===== config.mk =====
export PLATFORM = sky130hd
export DESIGN_NAME = pe_pipe_elastic
export DESIGN_NICKNAME = d
export VERILOG_FILES = /design/src/rtl/pe_pipe_elastic.sv
export SDC_FILE = /design/constraint.sdc
export NUM_CORES = 1
export LEC_CHECK = 0
export CAP_MARGIN = 30
export CORE_MARGIN = 5
export CORE_UTILIZATION = 53
export DETAILED_ROUTE_END_ITERATION = 12
export HOLD_SLACK_MARGIN = 0.05
export MAX_ROUTING_LAYER = met4
export PLACE_DENSITY = 0.85
export SYNTH_ARGS = -nofsm -noshare
export SYNTH_HDL_FRONTEND = slang
export SYNTH_SLANG_ARGS = --single-unit

===== constraint.sdc =====
create_clock -name clk_i -period 5.4 [get_ports clk_i]
set_clock_uncertainty 0.05 [all_clocks]
set_input_delay 1.08 -clock clk_i [delete_from_list [all_inputs] [get_ports clk_i]]
set_output_delay 1.08 -clock clk_i [all_outputs]
set_load 0.005 [all_outputs]

===== src/rtl/pe_pipe_elastic.sv =====
// pe_pipe_elastic: DEPTH-stage elastic pipeline with a valid/ready handshake
// on both sides, bubble collapsing, synchronous flush and an occupancy count.
//
// Ports
//   clk_i        clock; all state updates on the rising edge
//   rst_i        synchronous reset, active-high; clears valids, data and count
//   in_valid_i   upstream word valid
//   in_ready_o   pipeline accepts in_data_i this cycle
//   in_data_i    upstream word
//   out_valid_o  last stage holds a valid word
//   out_ready_i  downstream accepts out_data_o this cycle
//   out_data_o   word held in the last stage
//   flush_i      discard every in-flight word; data registers keep their value
//   occupancy_o  number of valid stages (0..DEPTH)

// One stage of the pipeline: a valid bit plus a data word.
module pe_pipe_stage #(
    parameter int WIDTH = 32
) (
    input  logic             clk_i,
    input  logic             rst_i,
    input  logic             flush_i,
    input  logic             adv_i,      // this stage may take the upstream slot
    input  logic             up_vld_i,
    input  logic [WIDTH-1:0] up_dat_i,
    output logic             vld_o,
    output logic [WIDTH-1:0] dat_o
);
    logic             vld_q;
    logic [WIDTH-1:0] dat_q;

    always_ff @(posedge clk_i) begin
        if (rst_i) begin
            vld_q <= 1'b0;
            dat_q <= '0;
        end else if (flush_i) begin
            vld_q <= 1'b0;
        end else if (adv_i) begin
            vld_q <= up_vld_i;
            // Data only moves with a real word, so an idle stage keeps its
            // last value instead of picking up upstream garbage.
            if (up_vld_i) dat_q <= up_dat_i;
        end
    end

    assign vld_o = vld_q;
    assign dat_o = dat_q;
endmodule

module pe_pipe_elastic #(
    parameter int WIDTH = 32,
    parameter int DEPTH = 2
) (
    input  logic                         clk_i,
    input  logic                         rst_i,
    input  logic                         in_valid_i,
    output logic                         in_ready_o,
    input  logic [WIDTH-1:0]             in_data_i,
    output logic                         out_valid_o,
    input  logic                         out_ready_i,
    output logic [WIDTH-1:0]             out_data_o,
    input  logic                         flush_i,
    output logic [$clog2(DEPTH+1)-1:0]   occupancy_o
);
    localparam int CNT_W = $clog2(DEPTH+1);

    logic [DEPTH-1:0]            vld_pipe;
    logic [DEPTH-1:0][WIDTH-1:0] dat_pipe;
    logic [DEPTH-1:0]            adv;
    logic [DEPTH-1:0]            up_vld;
    logic [DEPTH-1:0][WIDTH-1:0] up_dat;
    logic                        accept;
    logic                        emit;
    logic [CNT_W-1:0]            occ_q, occ_d;

    // Ready chain: a stage can move if the stage after it moves or it is
    // empty, so bubbles are squeezed out while the output stalls.
    always_comb begin
        adv = '0;
        adv[DEPTH-1] = out_ready_i | ~vld_pipe[DEPTH-1];
        for (int k = DEPTH-2; k >= 0; k--)
            adv[k] = adv[k+1] | ~vld_pipe[k];
    end

    assign in_ready_o  = adv[0] & ~flush_i & ~rst_i;
    assign accept      = in_valid_i & in_ready_o;
    assign emit        = out_valid_o & out_ready_i;
    assign out_valid_o = vld_pipe[DEPTH-1];
    assign out_data_o  = dat_pipe[DEPTH-1];

    genvar k;
    generate
        for (k = 0; k < DEPTH; k++) begin : g_stage
            if (k == 0) begin : g_head
                assign up_vld[k] = accept;
                assign up_dat[k] = in_data_i;
            end else begin : g_body
                assign up_vld[k] = vld_pipe[k-1];
                assign up_dat[k] = dat_pipe[k-1];
            end

            pe_pipe_stage #(.WIDTH(WIDTH)) u_stage (
                .clk_i    (clk_i),
                .rst_i    (rst_i),
                .flush_i  (flush_i),
                .adv_i    (adv[k]),
                .up_vld_i (up_vld[k]),
                .up_dat_i (up_dat[k]),
                .vld_o    (vld_pipe[k]),
                .dat_o    (dat_pipe[k])
            );
        end
    endgenerate

    // Counter tracks popcount of the valid bits without an adder tree.
    always_comb begin
        occ_d = occ_q;
        if (accept && !emit)      occ_d = occ_q + CNT_W'(1);
        else if (!accept && emit) occ_d = occ_q - CNT_W'(1);
    end

    always_ff @(posedge clk_i) begin
        if (rst_i || flush_i) occ_q <= '0;
        else                  occ_q <= occ_d;
    end

    assign occupancy_o = occ_q;
endmodule


# Word level (Yosys, flattened, before mapping)
# Index checks and enable logic that the tools add are counted.
op_classes:
  bitwise_logic: 10
  eq_ne: 0
  shift: 0
  addsub: 2
  reduce_logical: 9
  div: 0
  n_mul: 0
  muxes: 2
  order_cmp: 0
ops:
  columns: ["operator", "n"]
  rows:
  - ["3-bit AND reduction", 2]
  - ["1-bit bitwise AND", 4]
  - ["2-bit two-way mux", 2]
  - ["1-bit NOT", 4]
  - ["2-bit by 1-bit adder with 2-bit output (second input constant)", 1]
  - ["1-bit logical AND", 2]
  - ["1-bit zero test", 2]
  - ["1-bit bitwise OR", 2]
  - ["2-bit nonzero test", 1]
  - ["2-bit OR reduction", 1]
  - ["2-bit by 1-bit subtractor with 2-bit output (second input constant)", 1]
  - ["1-bit logical OR", 1]
word_totals:
  n_memories: 0
  mem_bits_ro: 0
  latch_bits: 0
  wordCells: 28
  in_bits: 37
  ff_bits: 68
  ram_bits: 0
  out_inout_bits: 36

# Longest topological paths before layout
# Gate-level depths: netlist of run 1.
depth:
  ltp_word: 10
  mapped_depth: 9
  mapped_depth_nobuf: 6

# Modules after synthesis
# From an unflattened synthesis of run 1, not the netlist that was laid out.
hier_totals:
  hier_cells: 301
  area_unflattened_um2: 3135.5
modules_own_cells:
  columns: ["mod", "seq_area_each_um2", "cells_each", "instances", "area_per_inst_um2"]
  rows:
  - ["pe_pipe_stage", 660.6, 143, 2, 1503.9]
  - ["pe_pipe_elastic", 40.0, 15, 1, 127.6]

# Worst setup path before layout of run 1
# Ideal clock, no wire load.
synth_path:
  path_kind: "input to output"
  startpoint: "input port out_ready_i"
  endpoint: "output port in_ready_o"
  t_arrival_ns: 1.657
  n_path_buf: 1
  cell_stages: 3
  required_time_ns: 4.270
  slack_ns: 2.613
  path_cell_list: "nand3b_4 > clkbuf_1 > and2_1"
synth_between:
  elab_chain_cells: 4
synth_lines:
  columns: ["item", "line", "text"]
  rows:
  - ["from (decl)", "60", "input logic out_ready_i,"]
  - ["1-bit bitwise OR", "80", "adv[DEPTH-1] = out_ready_i | ~vld_pipe[DEPTH-1];"]
  - ["1-bit bitwise OR", "82", "adv[k] = adv[k+1] | ~vld_pipe[k];"]
  - ["1-bit bitwise AND (2 in series)", "85", "assign in_ready_o = adv[0] & ~flush_i & ~rst_i;"]
  - ["to (decl)", "57", "output logic in_ready_o,"]
# Every way passes these cells.

# Final worst setup path of run 1
# Ends and elaborated chain as after synthesis.

==> metrics.md, run 1 <==
| Metric | Value |
|---|---|
| Status | `complete, no violations` |
| Min Tclk post-route | `3.821 ns` |
| Post-CTS Repair Setup Buffers | `0` |
| Largest family of logic cells by synthesized area | `compound AO/OA/AOI/OAI gates` |
| Max Cap Viol | `0` |
| First-pass GRT wire length | `11.18 mm` |
| Cell Area, Synth | `2985 µm²` |
| Syn Area/Cell | `8.704 µm²` |
| Delay-heaviest family, CP | `buffers and inverters` |
| IO Pins | `73` |
| Worst Setup End Kind | `output pin` |
| Slowest stage delay, CP | `around 0.45 ns` |
| Vias in the first global route | `between 2000 and 2500` |
| RSZ-0062 raised after global routing | `no` |
| Ys flop type | `dfxtp_1` |
| Number of synthesized flops with an enable pin | `0` |
| Gate Count Post-Synth | `343` |
| Psw | `234.2 µW` |
| Fin crit share | `70.77%` |
| DRT iter0 DRCs | `202` |
| Most frequent cells in the layout | `clkdlybuf4s50_1, dfxtp_1, nand3_1` |
| Core area | `5507 µm²` |
| Total CTS buffers | `9` |
| Critical Path Source | `out_ready_i` |
| Pin count of the biggest net entering global routing | `37` |
| Mapped Nets | `around 380` |
| Final setup viols | `0` |
| Slew Limit Fails | `0` |
| Register area share after synthesis | `45.60%` |
| TritonCTS clock tree | `built` |
| Most frequent CP cell | `clkdlybuf4s50_1` |
| Worst hold slack | `roughly 0.41 ns` |
| Final hold vios | `0` |
| Crit path kind | `in -> out` |
| Vias/cell | `around 5.4` |
| Post-Synth XOR/XNOR Area | `0.5868%` |
| Maximum fanout along the worst path | `35` |
| Distinct cells, synth | `28` |
| Post-CTS Resized | `0` |
| Utilization after layout | `66.42%` |
| RD Place Congestion | `0.7463` |
| Flop pwr share | `50.9%` |
| CP bufs+invs | `2` |
| Syn. warnings | `0` |
| Layout Nets | `409` |
| Syn-to-layout area delta | `22.51%` |
| FFs w/ async S/R, synth | `0%` |
| Initial core utilization | `about 54%` |
| Peak VDD IR | `156.1 µV` |
| Die W | `85.05 µm` |
| Worst path slowest cell | `clkdlybuf4s50_1` |
| Clk pwr share | `41.0%` |
| Mux cell area share after synthesis | `0%` |
| Reg2reg start | `g_stage[1].u_stage.vld_o` |
| Pwr dens | `about 280 nW/µm²` |
| DRC viols | `0` |
| Logic gate share of total power | `8.1%` |
| Root buffer cell | `clkbuf_8` |
| Post-route insts no fill | `448` |
| Synth Area in Adders | `less than 1%` |
| Worst-path clk slew | `0.07 ns` |
| Fraction of layout cells with a size suffix above 1 | `14.89%` |
| Min-Delay Startpoint | `g_stage[0].u_stage.dat_o[31]` |
| CTS Sinks | `68` |
| Site Rows | `27` |
| Inst Count DP | `about 430` |
| Maximum clock frequency | `261.7 MHz` |
| Diodes inserted | `0` |
| Simple-Gate Fraction of Synth Area | `17.98%` |
| CP Launch Type | `input pin` |
| Worst EP arrival | `2.69 ns` |
| Die Ht | `~85 µm` |
| Leak | `0.001286 µW` |
| Sw Share | `between 20% and 30%` |
| Register bit count reported by yosys | `68` |
| Setup TNS Final | `0 ns` |
| Clock latency on the worst-skew pair | `0.34 ns` |
| CP required | `4.27 ns` |
| DRT antenna net count | `0` |
| Full die area | `7234 µm²` |
| Worst hold path type | `reg -> reg` |
| Initial antenna violation count | `0` |
| Worst-margin pin slew | `0.6653 ns` |
| H-tree depth | `3` |
| Power Internal | `797.7 µW` |
| Clock tree buffer depth | `2` |
| Commonest non-fill, non-tap cell in the layout | `clkdlybuf4s50_1` |
| WL final | `around 6.7 mm` |
| Congestion Overflow GR | `0` |
| Routed via count | `roughly 2400` |
| First drt pass iteration count | `4` |
| Compound-Gate Fraction of Synth Area | `20.66%` |
| Port bufs | `72` |
| WL/cell | `15.06 µm` |
| CP cell instances | `clkdlybuf4s50_1, nand3b_4, and2_1, clkdlybuf4s50_1` |
| Total GRT Usage | `19.74%` |
| Detailed placement HPWL | `between 4 and 5 mm` |
| Slew HR | `roughly 56%` |
| CTS Hold Bufs | `0` |
synthesized netlist by cell type, drive strengths merged, types with 2 or more instances:
cell type  count  area share (%)
xor2           2            0.59
nand2b         2            0.42
nand3         64              11
a21boi         2            0.50
clkbuf         9             1.1
buf           53              13
a21oi         32             5.4
dfxtp         68              46
and2           2            0.42
inv            2            0.25
nand2         33             4.1
o21ai         65              15
metrics by stage:
stage          total power, µW  area, µm²  setup slack, ns
3_5_place_dp             619.5       3455            1.591
4_1_cts                   1038       3657            1.578
5_1_grt                   1068       3657            1.485
6_report                  1032       3657            1.579
3_3_place_gp             616.0       3397            1.622
2_1_floorplan            582.5       2985            2.613
power by group through the flow:
stage	sequential, µW	combinational (µW)	clock (µW)
5_1_grt	527	90.5	451
3_3_place_gp	536	80.2	0
2_1_floorplan	534	48.1	0
6_report	525	83.3	423
3_5_place_dp	536	83.0	0
4_1_cts	525	83.8	429
worst reg2reg max path, cell delays in order (launching register included):
cell	delay (ns)
dfxtp_1	0.45
nand3b_4	0.37
and2_2	0.34
ha_1	0.33
or3_1	0.37
a21boi_1	0.13
sequential cells by signal, indices dropped and copies added (netlist names):
signal and count:
g_stage.u_stage.dat_o 64, g_stage.u_stage.vld_o 2, occupancy_o 2
per-layer routing:
metal	vias to the layer above	GRT usage (%)	routed length (µm)
met1	1110	24.28	2984
li1	1209	-	-
met4	0	7.338	80
met5	-	-	0
met3	8	4.951	454
met2	88	31.21	3225
worst paths after layout:
| kind | to | slack [ns] | depth (start not counted) |
|---|---|---|---|
| worst max-delay path | in_ready_o | 1.58 | 4 |
| worst min-delay path | g_stage[0].u_stage.dat_o[31] | 0.41 | 2 |
| worst max register to register | occupancy_o[1] | 3.29 | 5 |
| worst min register to register | g_stage[0].u_stage.dat_o[31] | 0.41 | 2 |
cell families (layout without fill, tap and decap cells):
kind of cell,Yosys count,count (layout)
AOI/OAI and AO/OA,100,100
xor gates and xnor gates,2,2
adders and majority gates,1,1
buffers and inverters,64,97
DFF,68,68
and+or+nand+nor,108,108
area by class of cell:
type,instances,area (µm²)
tap,72,90.09
inverter,2,7.507
clock buffer,12,155.1
timing repair buffer,79,808.3
fill,478,1849
clock inverter,4,47.55
sequential,68,1361
multi-input combinational,211,1187
Note: power is estimated with default switching activity, not from simulation.
==> run 2: changes to the inputs <==
--- a/config.mk
+++ b/config.mk
@@ -7,11 +7,11 @@
 export LEC_CHECK = 0
 export CAP_MARGIN = 30
 export CORE_MARGIN = 5
-export CORE_UTILIZATION = 53
+export CORE_UTILIZATION = 49
 export DETAILED_ROUTE_END_ITERATION = 12
 export HOLD_SLACK_MARGIN = 0.05
 export MAX_ROUTING_LAYER = met4
-export PLACE_DENSITY = 0.85
+export PLACE_DENSITY = 0.79
 export SYNTH_ARGS = -nofsm -noshare
 export SYNTH_HDL_FRONTEND = slang
 export SYNTH_SLANG_ARGS = --single-unit
==> constraint.sdc (replaced) <==
create_clock -name clk_i -period 3.7 [get_ports clk_i]
set_clock_uncertainty 0.05 [all_clocks]
set_input_delay 0.74 -clock clk_i [delete_from_list [all_inputs] [get_ports clk_i]]
set_output_delay 0.74 -clock clk_i [all_outputs]
set_load 0.005 [all_outputs]
==> metrics.md, run 2 (synthesized netlist as in run 1, its figures left out) <==
| Metric | Value |
|---|---|
| CP Launch Type | `input pin` |
| Initial antenna violation count | `0 (unchanged)` |
| Die Ht | `88.06 µm (+3.5%)` |
| Congestion Overflow GR | `0 (unchanged)` |
| CTS Sinks | `68 (unchanged)` |
| Worst hold slack | `0.3994 ns (-0.005939 ns)` |
| RSZ-0062 raised after global routing | `no` |
| Worst-path clk slew | `0.06 ns (about the same)` |
| RD Place Congestion | `0.7416 (-0.63%)` |
| Maximum fanout along the worst path | `5 (-86%)` |
| Worst EP arrival | `2.13 ns (-0.56 ns)` |
| Layout Nets | `410 (+0.24%)` |
| DRT antenna net count | `0 (unchanged)` |
| Post-CTS Resized | `0 (unchanged)` |
| Most frequent cells in the layout | `clkdlybuf4s50_1, dfxtp_1, nand3_1` |
| TritonCTS clock tree | `built` |
| Diodes inserted | `0 (unchanged)` |
| Delay-heaviest family, CP | `buffers and inverters` |
| Fraction of layout cells with a size suffix above 1 | `15.12% (+0.23 points)` |
| CTS Hold Bufs | `0 (unchanged)` |
| First drt pass iteration count | `5 (+1)` |
| First-pass GRT wire length | `11.41 mm (+2.0%)` |
| DRC viols | `0 (unchanged)` |
| Total GRT Usage | `19.27% (-0.47 points)` |
| IO Pins | `73 (unchanged)` |
| Vias in the first global route | `2385 (+3.1%)` |
| Clock tree buffer depth | `2 (unchanged)` |
| Clock latency on the worst-skew pair | `0.33 ns (about the same)` |
| Slowest stage delay, CP | `0.52 ns (+0.07 ns)` |
| Full die area | `7754 µm² (+7.2%)` |
| Site Rows | `28 (+3.7%)` |
| Fin crit share | `slightly below 80%` |
| Min Tclk post-route | `2.923 ns` |
| CP required | `2.91 ns (-1.36 ns)` |
| CP cell instances | `clkdlybuf4s50_1, nor2_1, and2_1, clkdlybuf4s50_1` |
| Initial core utilization | `50.42% (-3.8 points)` |
| Max FFs per register | `64 (unchanged)` |
| Worst-margin pin slew | `0.5404 ns (-0.1249 ns)` |
| H-tree depth | `3 (unchanged)` |
| Peak VDD IR | `242.1 µV (+55%)` |
| CP bufs+invs | `2 (unchanged)` |
| WL final | `6.720 mm (-0.37%)` |
| Post-CTS Repair Setup Buffers | `0 (unchanged)` |
| Crit path kind | `in -> out` |
| Routed via count | `2444 (+1.2%)` |
| Pin count of the biggest net entering global routing | `36 (-2.7%)` |
| DRT iter0 DRCs | `190 (-5.9%)` |
| Worst hold path type | `reg -> reg` |
| Vias/cell | `5.407 (+0.31%)` |
| Final setup viols | `0 (unchanged)` |
| Port bufs | `72 (unchanged)` |
| Slew Limit Fails | `0 (unchanged)` |
| Setup TNS Final | `0 ns (unchanged)` |
| Slew HR | `63.92% (+8.3 points)` |
| Core area | `5921 µm² (+7.5%)` |
| Maximum clock frequency | `around 340 MHz` |
| Commonest non-fill, non-tap cell in the layout | `clkdlybuf4s50_1` |
| Worst Setup End Kind | `output pin` |
| FF/Latch Area | `1361 µm² (unchanged)` |
| Leak | `0.001276 µW (-0.84%)` |
| Most frequent CP cell | `clkdlybuf4s50_1` |
| Multi-input gate area | `1187 µm² (unchanged)` |
| Worst path slowest cell | `clkdlybuf4s50_1` |
| Syn-to-layout area delta | `21.71%` |
| Root buffer cell | `clkbuf_8` |
| Total CTS buffers | `9 (unchanged)` |
| Final hold vios | `0 (unchanged)` |
| Die W | `88.06 µm (+3.5%)` |
| Max Cap Viol | `0 (unchanged)` |
| Number of fill cells | `532 (+11%)` |
| Status | `complete, no violations` |
| Detailed placement HPWL | `4.268 mm (-3.1%)` |
| Pwr dens | `411.2 nW/µm² (+46%)` |
| WL/cell | `14.87 µm (-1.3%)` |
## run 2: cell count changes in the layout (fill, tap and decap cells not counted), sizes merged
| cell | previous run | this run |
|---|---|---|
| buf | 7 | 8 |
## run 2: path summary, 6_finish.rpt
kind / from / endpoint / slack, ns / depth (start not counted)
setup reg to reg: g_stage[1].u_stage.vld_o / occupancy_o[1] / 1.72 / 6
hold / removal: g_stage[0].u_stage.dat_o[0] / g_stage[0].u_stage.dat_o[0] / 0.40 / 2
setup / recovery: flush_i / in_ready_o / 0.78 / 4
hold reg to reg: g_stage[0].u_stage.dat_o[0] / g_stage[0].u_stage.dat_o[0] / 0.40 / 2
## run 2: final cells by class
type                    instances  share of cell area, %
repair buffers                 80                  21.49
clock inverters                 4                  1.309
multi-input cells             211                  32.68
flip-flops and latches         68                  37.47
clock buffers                  12                  4.270
inverters                       2                 0.2066
well taps                      75                  2.583
## run 2: worst register-to-register path, delay by kind of cell (launching register included)
family	cells	cell delay, ns
buf+inv	1	0.26
simple gates	3	0.70
compound gates	1	0.14
fa+ha+maj	1	0.33
flops	1	0.43
## run 2: layer usage
| metal | global-route usage [%] | share of wire [%] |
|---|---|---|
| met4 | 7.418 | 1.1 |
| met5 | - | 0 |
| met2 | 30.75 | 49 |
| met1 | 24.08 | 43 |
| met3 | 3.763 | 7.2 |
## run 2: per-stage QoR
step / area (µm²) / power [µW] / instances / setup WS, ns / util, %
floorplan: 2985 / 850.1 / 343 / 1.315 / -
global placement: 3431 / 901.1 / 436 / 0.7711 / 57.95
detailed placement: 3431 / 903.6 / 436 / 0.7748 / 57.95
CTS: 3633 / 1511 / 452 / 0.7654 / 61.37
global route: 3633 / 1559 / 452 / 0.6831 / 61.37
finish: 3633 / 1494 / 452 / 0.7768 / 61.37
## run 2: where the power goes
group / total [µW] / leakage [µW] / internal, µW / switching [µW]
combinational: 121 / 0.000621 / 62.8 / 57.8
clock: 607 / 0.000102 / 346 / 261
sequential: 766 / 0.000553 / 754 / 11.8
total: 1490 / 0.00128 / 1160 / 331
